[src/rtl/parity_mem_pkg.sv]
// Shared limits and the parity helper for the parity-protected memory.
// par() takes a zero-extended word: the zero padding leaves the XOR reduction unchanged.
package parity_mem_pkg;

   localparam int MAX_READ_LAT = 8;
   localparam int MAX_DATA_W   = 64;

   function automatic logic par(input logic [MAX_DATA_W-1:0] data, input logic odd);
      return (^data) ^ odd;
   endfunction

endpackage

[src/rtl/parity_mem_if.sv]
// Request/response/error-counter bundle of the parity memory.
// master drives requests and response ready; slave is the memory side.
interface parity_mem_if
   import parity_mem_pkg::*;
#(
   parameter int DATA_W = 8,
   parameter int ADDR_W = 8,
   parameter int CNT_W  = 8
);

   logic              req_valid;
   logic              req_ready;
   logic              req_write;
   logic [ADDR_W-1:0] req_addr;
   logic [DATA_W-1:0] req_wdata;
   logic              inj_err;
   logic              rsp_valid;
   logic              rsp_ready;
   logic [DATA_W-1:0] rsp_data;
   logic              rsp_parity_err;
   logic              rsp_unwritten;
   logic              err_clr;
   logic [CNT_W-1:0]  err_count;

   modport master (
      output req_valid, req_write, req_addr, req_wdata, inj_err, rsp_ready, err_clr,
      input  req_ready, rsp_valid, rsp_data, rsp_parity_err, rsp_unwritten, err_count
   );

   modport slave (
      input  req_valid, req_write, req_addr, req_wdata, inj_err, rsp_ready, err_clr,
      output req_ready, rsp_valid, rsp_data, rsp_parity_err, rsp_unwritten, err_count
   );

endinterface

[src/rtl/parity_mem_pipe.sv]
// One enabled read-pipeline register; d/q MSB is the stage valid bit (the only reset bit).
// Latency 1 cycle; holds its contents whenever en is low.
module parity_mem_pipe #(
   parameter int W = 11
) (
   input  logic         clk,
   input  logic         rst_n,
   input  logic         en,
   input  logic [W-1:0] d,
   output logic [W-1:0] q
);

   logic         vld;
   logic [W-2:0] dat;

   always_ff @(posedge clk) begin
      if (!rst_n) begin
         vld <= 1'b0;
      end else if (en) begin
         vld <= d[W-1];
      end
   end

   always_ff @(posedge clk) begin
      if (en) begin
         dat <= d[W-2:0];
      end
   end

   assign q = {vld, dat};

endmodule

[src/rtl/parity_mem_ctrl.sv]
// Parity-protected RAM with written-flag tracking and a READ_LAT-deep stall-all read pipe.
// A stalled response freezes every stage and deasserts req_ready; writes produce no response.
module parity_mem_ctrl
   import parity_mem_pkg::*;
#(
   parameter int DATA_W     = 8,
   parameter int ADDR_W     = 8,
   parameter int READ_LAT   = 2,
   parameter int PARITY_ODD = 0,
   parameter int CNT_W      = 8
) (
   input logic            clk,
   input logic            rst_n,
   parity_mem_if.slave    bus
);

   localparam int   DEPTH = 1 << ADDR_W;
   localparam logic ODD   = (PARITY_ODD != 0);

   typedef struct packed {
      logic              valid;
      logic              written;
      logic              parity;
      logic [DATA_W-1:0] data;
   } rd_stage_t;

   localparam int SW = $bits(rd_stage_t);

   logic [DATA_W:0]  mem [DEPTH];
   logic [DEPTH-1:0] written;
   logic [DATA_W:0]  rd_word;
   rd_stage_t        stage_in;
   rd_stage_t        pipe_q [READ_LAT];
   rd_stage_t        last;
   logic             stall;
   logic             advance;
   logic             wr_fire;
   logic             rd_fire;
   logic             par_bad;
   logic             err_hs;
   logic [CNT_W-1:0] cnt;

   assign last    = pipe_q[READ_LAT-1];
   assign stall   = last.valid && !bus.rsp_ready;
   assign advance = !stall;

   assign bus.req_ready = rst_n && !stall;
   assign wr_fire       = bus.req_valid && bus.req_ready && bus.req_write;
   assign rd_fire       = bus.req_valid && bus.req_ready && !bus.req_write;

   // Flop array with a combinational read so a write at edge t is visible to a read accepted at t+1.
   always_ff @(posedge clk) begin
      if (wr_fire) begin
         mem[bus.req_addr] <= {par(MAX_DATA_W'(bus.req_wdata), ODD) ^ bus.inj_err, bus.req_wdata};
      end
   end

   always_ff @(posedge clk) begin
      if (!rst_n) begin
         written <= '0;
      end else if (wr_fire) begin
         written[bus.req_addr] <= 1'b1;
      end
   end

   assign rd_word = mem[bus.req_addr];

   always_comb begin
      stage_in         = '0;
      stage_in.valid   = rd_fire;
      stage_in.written = written[bus.req_addr];
      stage_in.parity  = rd_word[DATA_W];
      stage_in.data    = rd_word[DATA_W-1:0];
   end

   for (genvar i = 0; i < READ_LAT; i++) begin : g_stage
      if (i == 0) begin : g_first
         parity_mem_pipe #(.W(SW)) u_pipe (
            .clk   (clk),
            .rst_n (rst_n),
            .en    (advance),
            .d     (stage_in),
            .q     (pipe_q[i])
         );
      end else begin : g_next
         parity_mem_pipe #(.W(SW)) u_pipe (
            .clk   (clk),
            .rst_n (rst_n),
            .en    (advance),
            .d     (pipe_q[i-1]),
            .q     (pipe_q[i])
         );
      end
   end

   // Unwritten words hold arbitrary contents, so they never report a parity error.
   assign par_bad = last.written && (par(MAX_DATA_W'(last.data), ODD) != last.parity);

   assign bus.rsp_valid      = last.valid;
   assign bus.rsp_data       = (last.valid && last.written) ? last.data : '0;
   assign bus.rsp_parity_err = last.valid && par_bad;
   assign bus.rsp_unwritten  = last.valid && !last.written;

   assign err_hs = bus.rsp_valid && bus.rsp_ready && bus.rsp_parity_err;

   always_ff @(posedge clk) begin
      if (!rst_n) begin
         cnt <= '0;
      end else if (bus.err_clr) begin
         cnt <= '0;
      end else if (err_hs && (cnt != {CNT_W{1'b1}})) begin
         cnt <= cnt + 1'b1;
      end
   end

   assign bus.err_count = cnt;

endmodule
[src/flat_wrapper.sv]
// flat-port wrapper written by rule: the top's interface ports become plain ports
module parity_mem_ctrl_flat import parity_mem_pkg::*;
#(
   parameter int DATA_W     = 8,
   parameter int ADDR_W     = 8,
   parameter int READ_LAT   = 2,
   parameter int PARITY_ODD = 0,
   parameter int CNT_W      = 8
)
  (clk, rst_n, bus_req_valid, bus_req_write, bus_req_addr, bus_req_wdata, bus_inj_err, bus_rsp_ready, bus_err_clr, bus_req_ready, bus_rsp_valid, bus_rsp_data, bus_rsp_parity_err, bus_rsp_unwritten, bus_err_count);
  parity_mem_if #(.DATA_W(DATA_W), .ADDR_W(ADDR_W), .CNT_W(CNT_W)) bus_i ();
  input logic clk;
  input logic rst_n;
  input wire logic [$bits(bus_i.req_valid)-1:0] bus_req_valid;
  input wire logic [$bits(bus_i.req_write)-1:0] bus_req_write;
  input wire logic [$bits(bus_i.req_addr)-1:0] bus_req_addr;
  input wire logic [$bits(bus_i.req_wdata)-1:0] bus_req_wdata;
  input wire logic [$bits(bus_i.inj_err)-1:0] bus_inj_err;
  input wire logic [$bits(bus_i.rsp_ready)-1:0] bus_rsp_ready;
  input wire logic [$bits(bus_i.err_clr)-1:0] bus_err_clr;
  output wire logic [$bits(bus_i.req_ready)-1:0] bus_req_ready;
  output wire logic [$bits(bus_i.rsp_valid)-1:0] bus_rsp_valid;
  output wire logic [$bits(bus_i.rsp_data)-1:0] bus_rsp_data;
  output wire logic [$bits(bus_i.rsp_parity_err)-1:0] bus_rsp_parity_err;
  output wire logic [$bits(bus_i.rsp_unwritten)-1:0] bus_rsp_unwritten;
  output wire logic [$bits(bus_i.err_count)-1:0] bus_err_count;
  assign bus_i.req_valid = bus_req_valid;
  assign bus_i.req_write = bus_req_write;
  assign bus_i.req_addr = bus_req_addr;
  assign bus_i.req_wdata = bus_req_wdata;
  assign bus_i.inj_err = bus_inj_err;
  assign bus_i.rsp_ready = bus_rsp_ready;
  assign bus_i.err_clr = bus_err_clr;
  assign bus_req_ready = bus_i.req_ready;
  assign bus_rsp_valid = bus_i.rsp_valid;
  assign bus_rsp_data = bus_i.rsp_data;
  assign bus_rsp_parity_err = bus_i.rsp_parity_err;
  assign bus_rsp_unwritten = bus_i.rsp_unwritten;
  assign bus_err_count = bus_i.err_count;
  parity_mem_ctrl #(.DATA_W(DATA_W), .ADDR_W(ADDR_W), .READ_LAT(READ_LAT), .PARITY_ODD(PARITY_ODD), .CNT_W(CNT_W)) u_core (.clk(clk), .rst_n(rst_n), .bus(bus_i));
endmodule
[config.mk]
export PLATFORM = sky130hd
export DESIGN_NAME = parity_mem_ctrl_flat
export DESIGN_NICKNAME = d
export VERILOG_FILES = /design/src/rtl/parity_mem_pkg.sv /design/src/rtl/parity_mem_if.sv /design/src/rtl/parity_mem_pipe.sv /design/src/rtl/parity_mem_ctrl.sv /design/src/flat_wrapper.sv
export SDC_FILE = /design/constraint.sdc
export NUM_CORES = 2
export LEC_CHECK = 0
export ABC_AREA = 0
export BUFFER_PORTS_ARGS = -buffer_cell sky130_fd_sc_hd__buf_2
export CELL_PAD_IN_SITES_DETAIL_PLACEMENT = 2
export CELL_PAD_IN_SITES_GLOBAL_PLACEMENT = 2
export CORE_ASPECT_RATIO = 0.9
export CORE_MARGIN = 1
export CORE_UTILIZATION = 54
export DETAILED_ROUTE_END_ITERATION = 6
export PLACE_DENSITY = 0.8
export SLEW_MARGIN = 20
export SYNTH_ARGS = -nofsm -noshare
export SYNTH_HDL_FRONTEND = slang
export SYNTH_SLANG_ARGS = --single-unit
[constraint.sdc]
create_clock -name clk -period 21.2 [get_ports clk]
set_input_delay 3.18 -clock clk [delete_from_list [all_inputs] [get_ports clk]]
set_output_delay 3.18 -clock clk [all_outputs]
set_load 0.005 [all_outputs]
==> results.cfg <==
[critical_path]
path_delay_family = buffers and inverters
path_buf_inv = 5
crit_path_frequent_cell = buf_4
cp_max_fo = 56
cp_slowest_stage_delay_ns = 0.82
cp.arrival_ns = 9.40
crit_chain = buf_8 > buf_4 > buf_4 > buf_4 > buf_4 > mux4_2 > a22oi_1 > nand2_1 > a211oi_1 > nand4_1 > or4_1
critPathLaunchType = input pin
critPathRequiredTime_ns = 21.91
crit_path_end_kind = flop
crit_type = input pin to flop
cpMaxStageDelayCell = buf_4

[route]
drc = 0
drt-wirelength-per-cell_um = 56.7
via_count = 60900
firstDrtPassIters = 6
wirelength_mm = 432
ant_nets = 0
drtIter0Drc = 11500
via_per_inst = 7.99

[clocking]
cts.sink_count = 2590
post-cts-setup-buffers = 0
worstSkewPairLatency_ns = 0.98
cts_tree = done
hold_buffers = 0
cts_htree_levels = 5
cts_resized = 0
clk_path_buf_depth = 4
root_buffer = clkbuf_16
clkTransAtPathRegs_ns = 0.08
cts_buffers = 280

[global_routing]
antenna_found_initial = 53
grt_pass1_vias = 59600
track_usage_pct = 43.5
grt-ovfl-total = 0
grt_first_pass_wirelength_mm = 540
grt_max_degree = 136

[floorplanning]
rows = 149
pin_count = 43
die_x_um = 455
start_util_pct = 54.3
die_h_um = 409
dieArea_mm2 = 0.186
core_area_mm2 = 0.183

[yosys]
ys_warn_count = 0
synth_cells = 4808
synth_area_per_cell_um2 = 20.7
synth_nets = 4832
synth_top_cells_by_count = edfxtp_1, mux4_2, nor2_1
synth_ff_type = edfxtp_1
synth_seq_cells = 2590
synthTopCellsByArea = edfxtp_1, mux4_2, dfxtp_1, o21a_1, nor2_1
syn_area_mm2 = 0.0996
synth-edff-count = 2324
synth_top_area_cell = edfxtp_1
async_flop_share_pct = 0
ys_types = 68
yosysSeqAreaShare_pct = 75.4
synth_most_common_cell = edfxtp_1
yosysTopAreaCellShare_pct = 70.1

[run_status]
outcome = finished clean

[power]
p_per_area_mw_per_mm2 = 103
power.leakage_nw = 35.2
ir_drop_v = 0.0000991
finalPower_mw = 11.5

[timing]
clock_skew_ns = 0.0776
slew_headroom_pct = 5.78
fmax_ghz = 0.115
hold_violations = 0
maxSlewViolCount = 0
post-route-min-period_ns = 8.69
tightest_slew_ns = 1.37
finalSetupTns_ns = 0
setup_viol = 0
final.period_utilization_pct = 41.0
rsz0062_at_grt = false

[layout]
regArea_mm2 = 0.0751
layout.nets = 5006
fillers = 14100
postLayoutCellArea_mm2 = 0.112
layout-drive-gt1-share_pct = 27.3
multi_input_area_mm2 = 0.0234
area_growth_pct = 12.2

[placement]
placed_cell_area_mm2 = 0.103
gp_congestion = 0.895
io_buffers = 42
dp_hpwl_mm = 225

[min_path]
min_path_type = flop to flop

[flow_run]
cap_violations = 0
-- worst paths after layout --
| kind | depth (start not counted) | end | slack, ns | startpoint |
|---|---|---|---|---|
| hold / removal | 1 | u_core.written[31] | 0.47 | u_core.written[31] |
| hold reg to reg | 1 | u_core.written[31] | 0.47 | u_core.written[31] |
| setup reg to reg | 7 | u_core.mem[208][2] | 16.20 | u_core.g_stage[1].g_next.u_pipe.vld |
| setup / recovery | 11 | u_core.g_stage[0].g_first.u_pipe.dat[8] | 12.51 | bus_req_addr[0] |
-- worst reg2reg max path, delay by kind of cell (launching register included) --
kind,cells,cell delay (ns)
DFF,1,0.51
and+or+nand+nor,5,3.50
buffers and inverters,2,0.59
-- area by class of cell --
cell class                      count  share of cell area [%]
Clock inverter                     82                   0.603
Inverter                            4                  0.0202
Antenna cell                       22                  0.0493
Tap cell                         2416                    2.71
Timing Repair Buffer              180                    1.34
Multi-Input combinational cell   1926                    21.0
Clock buffer                      400                    7.06
Sequential cell                  2590                    67.3
-- through the flow --
step | hold slack (ns) | cells | worst slack (ns) | util, %
floorplan | 0.400 | 4808 | 8.71 | -
global placement | 0.440 | 7109 | 12.09 | 56.0
detailed placement | 0.453 | 7110 | 12.03 | 56.0
CTS | 0.470 | 7592 | 12.80 | 60.7
global route | 0.495 | 7602 | 12.23 | 60.9
finish | 0.472 | 7620 | 12.51 | 60.9
-- power by group --
group          internal (mW)  switching (mW)  leakage, nW  total [mW]
logic                  0.175           0.513         7.91       0.688
clock network           2.72            2.40         4.19        5.11
registers               5.63          0.0200         23.1        5.65
-- metal layers --
layer | GRT usage, % | vias to the layer above | share of wire [%]
li1 | - | 20300 | -
met1 | 53.6 | 32000 | 32
met2 | 67.6 | 6702 | 46
met3 | 13.2 | 1933 | 13
met4 | 27.2 | 44 | 8.5
met5 | 0 | - | 0.095
-- cells by family (layout without fill, tap and decap cells) --
group,count (synthesis),after routing,synth area share [%]
flops,2590,2590,75.4
mux,783,783,16.3
simple gates,599,599,2.63
compound gates,522,522,3.84
buf+inv,292,666,1.57
xor+xnor,21,21,0.227
fa+ha+maj,1,1,0.0126
other cells,0,22,0
-- placed cells by master, fill, tap and decap left out, types with 9 or more instances in the layout --
master and count:
a22o_1 17, buf_6 11, clkbuf_16 286, dfxtp_1 266, nand4_1 12, edfxtp_1 2324, a211oi_1 10, clkbuf_1 84
clkinv_1 24, a22oi_1 87, nor3_1 16, o22ai_1 33, nand3_1 49, mux2i_1 108, a221oi_1 12, o21a_1 257
buf_4 120, bufinv_16 10, nand2_1 135, buf_2 29, nand2b_1 11, a21oi_1 54, mux4_2 670, clkbuf_8 38
xnor2_1 9, nor2_1 131, diode_2 22, nor2b_1 11, nor2_2 157, clkinv_2 37, and3_1 16
-- registers in the layout, summed over array words and instances (netlist names) --
signal / count
u_core.written: 256
u_core.g_stage.g_first.u_pipe.vld: 1
u_core.bus.err_count: 8
u_core.g_stage.g_next.u_pipe.dat: 10
u_core.g_stage.g_next.u_pipe.vld: 1
u_core.g_stage.g_first.u_pipe.dat: 10
u_core.mem: 2304
No activity file was read; power rests on OpenSTA's default activity.
